--- config.mk ---
export PLATFORM = sky130hd
export DESIGN_NAME = conway_gen_engine
export DESIGN_NICKNAME = d
export VERILOG_FILES = /design/src/rtl/conway_pkg.sv /design/src/rtl/conway_cell_rule.sv /design/src/rtl/conway_gen_engine.sv
export SDC_FILE = /design/constraint.sdc
export NUM_CORES = 1
export LEC_CHECK = 0
export CAP_MARGIN = 20
export CORE_UTILIZATION = 50
export DETAILED_ROUTE_END_ITERATION = 8
export PLACE_DENSITY = 0.67
export SLEW_MARGIN = 0
export SYNTH_ARGS = -nofsm -noshare
export SYNTH_HDL_FRONTEND = slang
export SYNTH_SLANG_ARGS = --single-unit
--- constraint.sdc ---
create_clock -name clk -period 14 [get_ports clk]
set_input_delay 2.8 -clock clk [delete_from_list [all_inputs] [get_ports clk]]
set_output_delay 2.8 -clock clk [all_outputs]
set_load 0.005 [all_outputs]
--- src/rtl/conway_pkg.sv ---
// Shared types, sizes and cell-mapping helpers for the Conway generation engine.
package conway_pkg;

    localparam int unsigned GRID_W     = 8;
    localparam int unsigned GRID_H     = 8;
    localparam int unsigned WORD_W     = 16;
    localparam int unsigned NUM_WORDS  = 4;
    localparam int unsigned ADDR_W     = 2;
    localparam int unsigned NUM_CELLS  = GRID_W * GRID_H;
    localparam int unsigned CELL_IDX_W = $clog2(NUM_CELLS);
    localparam int unsigned WORD_SH    = $clog2(WORD_W);
    localparam int unsigned NBR_W      = 8;
    localparam int unsigned NBR_CNT_W  = 4;
    localparam int unsigned ALIVE_W    = 7;
    localparam int unsigned GEN_W      = 16;

    typedef enum logic [2:0] {
        ST_IDLE    = 3'd0,
        ST_RD      = 3'd1,
        ST_RD_TAIL = 3'd2,
        ST_COMP    = 3'd3,
        ST_WR      = 3'd4,
        ST_DONE    = 3'd5
    } state_e;

    typedef struct packed {
        logic [ADDR_W-1:0] addr;
        logic              wr_en;
        logic [WORD_W-1:0] wdata;
    } mem_req_t;

    function automatic int unsigned row_of(int unsigned word, int unsigned bit_i);
        return 2 * word + (bit_i >> 3);
    endfunction

    function automatic int unsigned col_of(int unsigned bit_i);
        return bit_i & 7;
    endfunction

    // Row-major index; equals word*16 + bit for this packing.
    function automatic int unsigned cell_idx(int unsigned row, int unsigned col);
        return row * GRID_W + col;
    endfunction

    function automatic int wrap(int v, int unsigned n);
        return (v + int'(n)) % int'(n);
    endfunction

    function automatic logic [CELL_IDX_W-1:0] word_base(logic [ADDR_W-1:0] w);
        return {w, {WORD_SH{1'b0}}};
    endfunction

    function automatic logic [ALIVE_W-1:0] popcount(logic [NUM_CELLS-1:0] v);
        logic [ALIVE_W-1:0] s;
        s = '0;
        for (int i = 0; i < int'(NUM_CELLS); i++) begin
            s = s + ALIVE_W'(v[i]);
        end
        return s;
    endfunction

endpackage

--- src/rtl/conway_cell_rule.sv ---
// B3/S23 next-state for one cell from its own state and eight neighbours.
module conway_cell_rule
    import conway_pkg::*;
(
    input  logic             self_alive,
    input  logic [NBR_W-1:0] nbr,
    output logic             next_alive_c
);

    logic [NBR_CNT_W-1:0] n_cnt;

    always_comb begin
        n_cnt = '0;
        for (int i = 0; i < int'(NBR_W); i++) begin
            n_cnt = n_cnt + NBR_CNT_W'(nbr[i]);
        end
    end

    assign next_alive_c = (n_cnt == NBR_CNT_W'(3)) || (self_alive && (n_cnt == NBR_CNT_W'(2)));

endmodule

--- src/rtl/conway_gen_engine.sv ---
// One Conway generation step over the 4x16-bit cell memory: read 4 words, compute, write 4 words.
// Build option: define CONWAY_TORUS_EN for toroidal neighbour wrap; otherwise the border is dead.
module conway_gen_engine
    import conway_pkg::*;
#(
    parameter int unsigned RD_LAT = 1
)
(
    input  logic                 clk,
    input  logic                 rst,
    input  logic                 start,
    output logic                 busy,
    output logic                 done,
    output logic [ADDR_W-1:0]    mem_addr,
    output logic                 mem_wr_en,
    output logic [WORD_W-1:0]    mem_wdata,
    input  logic [WORD_W-1:0]    mem_rdata,
    output logic [GEN_W-1:0]     gen_count,
    output logic [ALIVE_W-1:0]   alive_count
);

    if (RD_LAT != 1) begin : g_rd_lat_check
        $error("conway_gen_engine: only RD_LAT == 1 is supported");
    end

    state_e               state_q, state_d;
    logic [ADDR_W-1:0]    cnt_q, cnt_d;
    mem_req_t             req_d, req_q;
    logic                 busy_d, done_d;
    logic                 cap_valid_q;
    logic [ADDR_W-1:0]    cap_word_q;
    logic [NUM_CELLS-1:0] cur_q, next_q, next_c;

    // State register
    always_ff @(posedge clk or posedge rst) begin
        if (rst) begin
            state_q <= ST_IDLE;
            cnt_q   <= '0;
        end else begin
            state_q <= state_d;
            cnt_q   <= cnt_d;
        end
    end

    // Next-state and word counter
    always_comb begin
        state_d = state_q;
        cnt_d   = '0;
        case (state_q)
            ST_IDLE: begin
                if (start) state_d = ST_RD;
            end
            ST_RD: begin
                if (cnt_q == ADDR_W'(NUM_WORDS - 1)) state_d = ST_RD_TAIL;
                else                                 cnt_d   = cnt_q + ADDR_W'(1);
            end
            ST_RD_TAIL: state_d = ST_COMP;
            ST_COMP:    state_d = ST_WR;
            ST_WR: begin
                if (cnt_q == ADDR_W'(NUM_WORDS - 1)) state_d = ST_DONE;
                else                                 cnt_d   = cnt_q + ADDR_W'(1);
            end
            ST_DONE:    state_d = ST_IDLE;
            default:    state_d = ST_IDLE;
        endcase
    end

    // Output decode from the upcoming state; registered below
    always_comb begin
        req_d  = '0;
        busy_d = 1'b0;
        done_d = 1'b0;
        case (state_d)
            ST_RD: begin
                req_d.addr = cnt_d;
                busy_d     = 1'b1;
            end
            ST_RD_TAIL, ST_COMP: begin
                busy_d = 1'b1;
            end
            ST_WR: begin
                req_d.addr  = cnt_d;
                req_d.wr_en = 1'b1;
                // First write leaves COMP before next_q is loaded, so take the rule outputs directly.
                req_d.wdata = (state_q == ST_COMP) ? next_c[WORD_W-1:0]
                                                   : next_q[word_base(cnt_d) +: WORD_W];
                busy_d      = 1'b1;
            end
            ST_DONE: begin
                done_d = 1'b1;
            end
            default: ;
        endcase
    end

    always_ff @(posedge clk or posedge rst) begin
        if (rst) begin
            req_q <= '0;
            busy  <= 1'b0;
            done  <= 1'b0;
        end else begin
            req_q <= req_d;
            busy  <= busy_d;
            done  <= done_d;
        end
    end

    assign mem_addr  = req_q.addr;
    assign mem_wr_en = req_q.wr_en;
    assign mem_wdata = req_q.wdata;

    // Read capture lags the address by one cycle; generation result and counters
    always_ff @(posedge clk or posedge rst) begin
        if (rst) begin
            cap_valid_q <= 1'b0;
            cap_word_q  <= '0;
            cur_q       <= '0;
            next_q      <= '0;
            alive_count <= '0;
            gen_count   <= '0;
        end else begin
            cap_valid_q <= (state_q == ST_RD);
            cap_word_q  <= cnt_q;
            if (cap_valid_q) begin
                cur_q[word_base(cap_word_q) +: WORD_W] <= mem_rdata;
            end
            if (state_q == ST_COMP) begin
                next_q      <= next_c;
                alive_count <= popcount(next_c);
            end
            if (state_d == ST_DONE) begin
                gen_count <= gen_count + GEN_W'(1);
            end
        end
    end

    // Neighbourhood wiring: k walks the 3x3 window, centre (k == 4) excluded
    for (genvar i = 0; i < int'(NUM_CELLS); i++) begin : g_cell
        localparam int R = int'(row_of(i / WORD_W, i % WORD_W));
        localparam int C = int'(col_of(i % WORD_W));
        logic [NBR_W-1:0] nbr;

        for (genvar k = 0; k < 9; k++) begin : g_nbr
            if (k != 4) begin : g_used
                localparam int NR = R + k / 3 - 1;
                localparam int NC = C + k % 3 - 1;
                localparam int NI = (k < 4) ? k : k - 1;
`ifdef CONWAY_TORUS_EN
                assign nbr[NI] = cur_q[CELL_IDX_W'(cell_idx(wrap(NR, GRID_H), wrap(NC, GRID_W)))];
`else
                if (NR < 0 || NR >= int'(GRID_H) || NC < 0 || NC >= int'(GRID_W)) begin : g_edge
                    assign nbr[NI] = 1'b0;
                end else begin : g_in
                    assign nbr[NI] = cur_q[CELL_IDX_W'(cell_idx(NR, NC))];
                end
`endif
            end
        end

        conway_cell_rule u_rule (
            .self_alive   (cur_q[i]),
            .nbr          (nbr),
            .next_alive_c (next_c[i])
        );
    end

endmodule
==> results of run 1 <==
[cell type report]
type | instances | area share (%)
inverters | 426 | 8.48
flip-flops and latches | 180 | 23.8
repair buffers | 71 | 3.63
clock inverters | 15 | 1.04
clock buffers | 17 | 2.25
well taps | 448 | 2.96
multi-input cells | 1022 | 57.8
[worst max-delay path, delay by kind of cell, from the launching register on]
family,cells,cell delay [ps]
adder cells (fa/ha/maj),13,6010
buffers and inverters,8,710
XOR/XNOR,1,140
AO/OA/AOI/OAI,6,1280
flip-flops,1,620
AND/OR/NAND/NOR,1,450
[per-stage QoR]
step / util, % / setup slack [ps]
2_1_floorplan: - / 5420
3_3_place_gp: 54.3 / 4870
3_5_place_dp: 54.3 / 4730
4_1_cts: 56.2 / 4640
5_1_grt: 56.2 / 4310
6_report: 56.2 / 4660
[state kept, by name (all words and copies together) (netlist names)]
signal       cells
alive_count      7
busy             1
cap_valid_q      1
cap_word_q       2
cnt_q            2
cur_q           64
done             1
gen_count       16
mem_addr         2
mem_wdata       16
mem_wr_en        1
next_q          64
state_q          3
[routing by layer]
metal  global-route usage, %  vias to the layer above  part of all wire (%)
met5                       0                        -                 0.029
met3                    4.47                       59                   6.3
met1                    35.9                     6004                    44
met2                    40.1                      276                    47
li1                        -                     5348                     -
met4                    7.13                        2                   2.2
[cell usage after synthesis (all sizes together) (2+ instances only)]
| library cell | instances | share of area (%) |
|---|---|---|
| a32oi | 4 | 0.20 |
| a211oi | 16 | 0.70 |
| xor2 | 5 | 0.25 |
| buf | 15 | 0.50 |
| o211ai | 10 | 0.44 |
| dfrtp | 180 | 26 |
| a31oi | 10 | 0.36 |
| nand3 | 11 | 0.35 |
| a21oi | 17 | 0.49 |
| nor3 | 22 | 0.64 |
| a221oi | 2 | 0.10 |
| fa | 250 | 29 |
| a31o | 9 | 0.46 |
| and2 | 4 | 0.16 |
| inv | 426 | 9.3 |
| or2 | 3 | 0.11 |
| mux2 | 22 | 1.4 |
| nor2 | 77 | 1.7 |
| nor2b | 13 | 0.47 |
| nand4 | 4 | 0.15 |
| a21o | 10 | 0.44 |
| nand2b | 2 | 0.073 |
| or3 | 16 | 0.58 |
| nand2 | 142 | 3.1 |
| a22o | 64 | 3.3 |
| nor3b | 14 | 0.61 |
| and3 | 11 | 0.43 |
| o21ai | 34 | 0.99 |
| mux2i | 24 | 1.4 |
| xnor2 | 15 | 0.76 |
| nor4 | 3 | 0.22 |
| clkbuf | 18 | 0.39 |
| a2111oi | 12 | 0.61 |
| a221o | 5 | 0.29 |
| ha | 183 | 13 |
[logic make-up after synthesis]
group,synth area share [%]
buf+inv,10.2
fa+ha+maj,42.4
simple gates,8.84
compound gates,8.52
flops,26.2
mux,2.84
xor+xnor,1.02
[worst max path at each step]
stage | cells past startpoint | to | from | slack (ps)
2_1_floorplan | 30 | alive_count[5] | cur_q[33] | 5420
6_report | 29 | alive_count[5] | cur_q[34] | 4660
3_5_place_dp | 29 | alive_count[5] | cur_q[26] | 4730
4_1_cts | 29 | alive_count[5] | cur_q[34] | 4640
5_1_grt | 31 | alive_count[4] | cur_q[12] | 4310
3_3_place_gp | 28 | alive_count[5] | cur_q[28] | 4870
==> metrics.md, run 1 <==
| Metric | Value |
|---|---|
| Worst skew pair latency | 460 ps |
| Critical path endpoint category | flop |
| Layout cells sized above 1 | 4.97% |
| Clock buffer depth | 2 |
| Nets | 2,170 |
| Slowest CP cell | dfrtp_1 |
| Max Cap Viol | 0 |
| Most used cell, CP | fa_1 |
| Sequential Area | 4500 um2 |
| Fraction of registers with async set/reset | 100% |
| HPWL after DPL | 33.4 mm |
| Total global-route track usage | 25.3% |
| Peak Freq | 107 MHz |
| Cts hold-fix bufs | 0 |
| Kind of start point of the critical path | flop |
| Worst slew pin tran | between 1000 and 1500 ps |
| Drt wl/cell | 19.2 um |
| I/O pin total | 63 |
| First-pass DRT Iterations | 8 |
| CTS Sinks | 180 |
| Starting density of the core | 51.0% |
| Synth Flop Type | dfrtp_1 |
| Setup TNS | 0 ps |
| Dpl cell area | between 15,000 and 20,000 um2 |
| Max-slew headroom | 13.6% |
| EDFF count, synth | 0 |
| CTS tree | yes |
| H-tree levels | 4 |
| Core footprint | 33,700 um2 |
| Root Driver | clkbuf_16 |
| Iteration-0 DRC Markers | between 700 and 800 |
| Die area | between 30,000 and 40,000 um2 |
| Syn Inst Count | 1,661 |
| Clock Pin Slew Worst Setup and Hold Paths | about 90 ps |
| # setup viols final | 0 |
| Hold WS | 395 ps |
| Largest net degree at the start of global routing | 112 |
| RePlAce Congestion | 0.897 |
| Reg2reg end | alive_count[5] |
| Worst EP arrival | 9640 ps |
| Crit Path Category | reg2reg |
| Commonest cells after routing, fill and taps aside | 424 x inv_1, 250 x fa_1, 183 x ha_1 |
| First-pass GRT wire length | 67.8 mm |
| Fill cells | between 2,000 and 3,000 |
| Die width | between 150 and 200 um |
| Hold Path Sink | cap_word_q[1] |
| Placed insts | around 2,100 |
| Initial antenna violation count | 1 |
| Type of the most critical hold path | reg2reg |
| Reg2Reg Launch Point | cur_q[34] |
| Number of global-route vias before repair | 12,300 |
| Slowest stage delay, CP | a little over 600 ps |
| Remaining antenna violation count | 0 |
| Post-route cell area | ~19,000 um2 |
| CTS Buf Count | 17 |
| Rows | 67 |
| Status | finished clean |
| Number of remaining DRC errors | 0 |
| R2r worst-path depth | 29 |
| Worst R2R Setup Slack | between 4000 and 5000 ps |
| Syn avg cell area | roughly 10 um2 |
| Slew Viols, Final | 0 |
| Via count | 11,700 |
| Grt total ovfl | 0 |
| Wirelength, routed | 41.8 mm |
| Fin cells | around 2,200 |
| Net Count, Synth | 2,113 |
| Crit path max fanout | 7 |
| Area Overhead vs Synth | 10.1% |
| Yosys reg bits | 180 |
| Diode count | 0 |
| Setup bufs post-CTS | 0 |
| Fin. Hold Viols | 0 |
| Critical path required time | 14,300 ps |
| Post_cts resized | 0 |
| Mapped Area | ~17,000 um2 |
| RSZ-0062 raised after global routing | false |
| Chip height | 187 um |
| Seq/Total Area, Yosys | 26.2% |
| Most common cell after layout, fill and taps aside | inv_1 |
| Footprint of the multi-input gates | 11,000 um2 |
| Post-DR vias/cell | 5.36 |
| Min Clock Period, post-route | 9340 ps |
| Hold depth | 0 |
| Worst hold start | cnt_q[1] |
| Final period utilization | 66.7% |
| I/O Buffers | 62 |
| Synth cell types | 50 |
| Yosys warning count | 0 |
| Clk_skew | 17.7 ps |
Power of run 1 is not shown: default switching activity piles up to over one toggle a cycle in this logic, so the estimate is an artifact.
==> run 2: changes to the inputs <==
--- a/config.mk
+++ b/config.mk
@@ -8,7 +8,7 @@
 export CAP_MARGIN = 20
 export CORE_UTILIZATION = 50
 export DETAILED_ROUTE_END_ITERATION = 8
-export PLACE_DENSITY = 0.67
+export PLACE_DENSITY = 0.7
 export SLEW_MARGIN = 0
 export SYNTH_ARGS = -nofsm -noshare
 export SYNTH_HDL_FRONTEND = slang
==> constraint.sdc (replaced) <==
create_clock -name clk -period 8.3 [get_ports clk]
set_input_delay 1.66 -clock clk [delete_from_list [all_inputs] [get_ports clk]]
set_output_delay 1.66 -clock clk [all_outputs]
set_load 0.005 [all_outputs]
==> metrics.md, run 2 (synthesis gave the netlist of run 1 again) <==
| Metric | Value |
|---|---|
| Fill cells | 2,792 (-4.3%) |
| Worst slew pin tran | 1060 ps (-227 ps) |
| CTS Sinks | 180 (unchanged) |
| Placed insts | 2,281 (+6.3%) |
| RePlAce Congestion | 0.901 (+0.39%) |
| Failing checks | setup timing |
| Largest net degree at the start of global routing | 106 (-5.4%) |
| Slowest stage delay, CP | 570 ps (-50 ps) |
| Die area | 35,200 um2 (unchanged) |
| Chip height | 187 um (unchanged) |
| Kind of start point of the critical path | flop |
| Critical path endpoint category | flop |
| Total global-route track usage | 25.6% (+0.25 points) |
| Largest registers | cur_q (64), next_q (64) |
| Diode count | 0 (unchanged) |
| Most common cell after layout, fill and taps aside | inv_1 |
| Starting density of the core | 51.0% (unchanged) |
| Area Overhead vs Synth | 18.2% |
| Remaining antenna violation count | 0 (unchanged) |
| Peak Freq | 117 MHz (+9.1%) |
| H-tree levels | 4 (unchanged) |
| Grt total ovfl | 0 (unchanged) |
| Final period utilization | 103% (+36 points) |
| Core footprint | 33,700 um2 (unchanged) |
| Iteration-0 DRC Markers | 950 (+25%) |
| Layout cells sized above 1 | 15.7% (+11 points) |
| Via count | 12,400 (+6.4%) |
| Min Clock Period, post-route | 8560 ps (-780 ps) |
| Clk_skew | 15.0 ps (-2.70 ps) |
| Worst EP arrival | 8930 ps (-710 ps) |
| I/O pin total | 63 (unchanged) |
| Final Util | 60.3% (+4.1 points) |
| Number of global-route vias before repair | 13,000 (+5.7%) |
| I/O Buffers | 62 (unchanged) |
| Root Driver | clkbuf_16 |
| Initial antenna violation count | 3 (+2) |
| Clock buffer depth | 2 (unchanged) |
| First-pass GRT wire length | 69.0 mm (+1.7%) |
| Most used cell, CP | inv_2 |
| Slowest CP cell | fa_2 |
| CTS Buf Count | 17 (unchanged) |
| Number of remaining DRC errors | 0 (unchanged) |
| Type of the most critical hold path | reg2reg |
| Setup TNS | -958 ps (-958 ps) |
| Cts hold-fix bufs | 0 (unchanged) |
| Rows | 67 (unchanged) |
| Crit Path Category | reg2reg |
| Drt wl/cell | 18.4 um (-4.1%) |
| Commonest cells after routing, fill and taps aside | 413 x inv_1, 231 x fa_1, 181 x ha_1 |
| Final worst slack | -258 ps (-4920 ps) |
| # setup viols final | 5 (+5) |
| Die width | 187 um (unchanged) |
| Slew Viols, Final | 0 (unchanged) |
| CTS tree | yes |
| Max-slew headroom | 28.9% (+15 points) |
| Fin. Hold Viols | 0 (unchanged) |
| Critical path required time | 8670 ps (-5630 ps) |
| HPWL after DPL | 34.7 mm (+3.9%) |
| Nets | 2,315 (+6.7%) |
| Wirelength, routed | 42.7 mm (+2.2%) |
| Placement Setup Slack | -344 ps (-5070 ps) |
| Fin cells | 2,324 (+6.7%) |
| Crit path max fanout | 2 (-5) |
| Status | finished with violations |
| Post-DR vias/cell | 5.35 (-0.26%) |
| RSZ-0062 raised after global routing | true |
| Max Cap Viol | 0 (unchanged) |
| Worst skew pair latency | 470 ps (about the same) |
| First-pass DRT Iterations | 7 (-1) |
| Clock Pin Slew Worst Setup and Hold Paths | 90 ps (about the same) |
-- run 2: cell types whose count changed in the layout (fill, tap and decap cells not counted), moves of 5 or more --
cell,change
a2111oi_0,-8
buf_4,+142
dfrtp_1,-5
dfrtp_2,+5
fa_1,-19
fa_2,+19
inv_1,-11
inv_2,+11
or3_1,-9
or3_4,+9
-- run 2: layout make-up --
type,instances,area (um2),share of cell area [%]
Inverter,426,1610,7.90
Sequential cell,180,4510,22.2
Multi-Input combinational cell,1022,11200,55.1
Clock buffer,17,425,2.09
Clock inverter,15,205,1.01
Timing Repair Buffer,216,1820,8.94
Tap cell,448,561,2.76
-- run 2: timing repair --
action | 4_1_cts | 5_1_grt
gates resized for setup | 29 | 30
buffers inserted | 4 | 5
gates cloned | 0 | 0
endpoints found under the setup margin | 6 | 6
pin swaps | 12 | 8
-- run 2: metal layers --
layer	part of all wire, %	up-vias	GRT usage (%)	wire [um]
li1	-	5645	-	-
met1	44	6401	34.6	18700
met2	48	327	41.4	20400
met3	6.1	62	5.22	2600
met4	2.3	0	8.19	996
met5	0	-	0	0
-- run 2: path summary, 6_finish.rpt --
| check | start | to | slack, ps | depth (start not counted) |
|---|---|---|---|---|
| hold reg to reg | cnt_q[1] | cap_word_q[1] | 410 | 0 |
| hold / removal | cnt_q[1] | cap_word_q[1] | 410 | 0 |
| setup / recovery | cur_q[33] | alive_count[6] | -260 | 32 |
| min in group asynchronous | rst | next_q[4] | 1720 | 2 |
| max in group asynchronous | rst | cur_q[33] | 5440 | 4 |
| setup reg to reg | cur_q[33] | alive_count[6] | -260 | 32 |
-- run 2: critical path, delay by kind of cell (launching register included) --
| family | cells | cell delay (ps) |
|---|---|---|
| simple gates | 3 | 620 |
| buf+inv | 9 | 480 |
| fa+ha+maj | 15 | 6290 |
| flops | 1 | 430 |
| compound gates | 5 | 620 |
-- run 2: metrics by stage --
step           hold slack (ps)  instance area, um2
2_1_floorplan              357               17300
3_3_place_gp               368               19400
3_5_place_dp               374               19400
4_1_cts                    412               20100
5_1_grt                    432               20300
6_report                   407               20300
Power of run 2 is left out for the same reason.
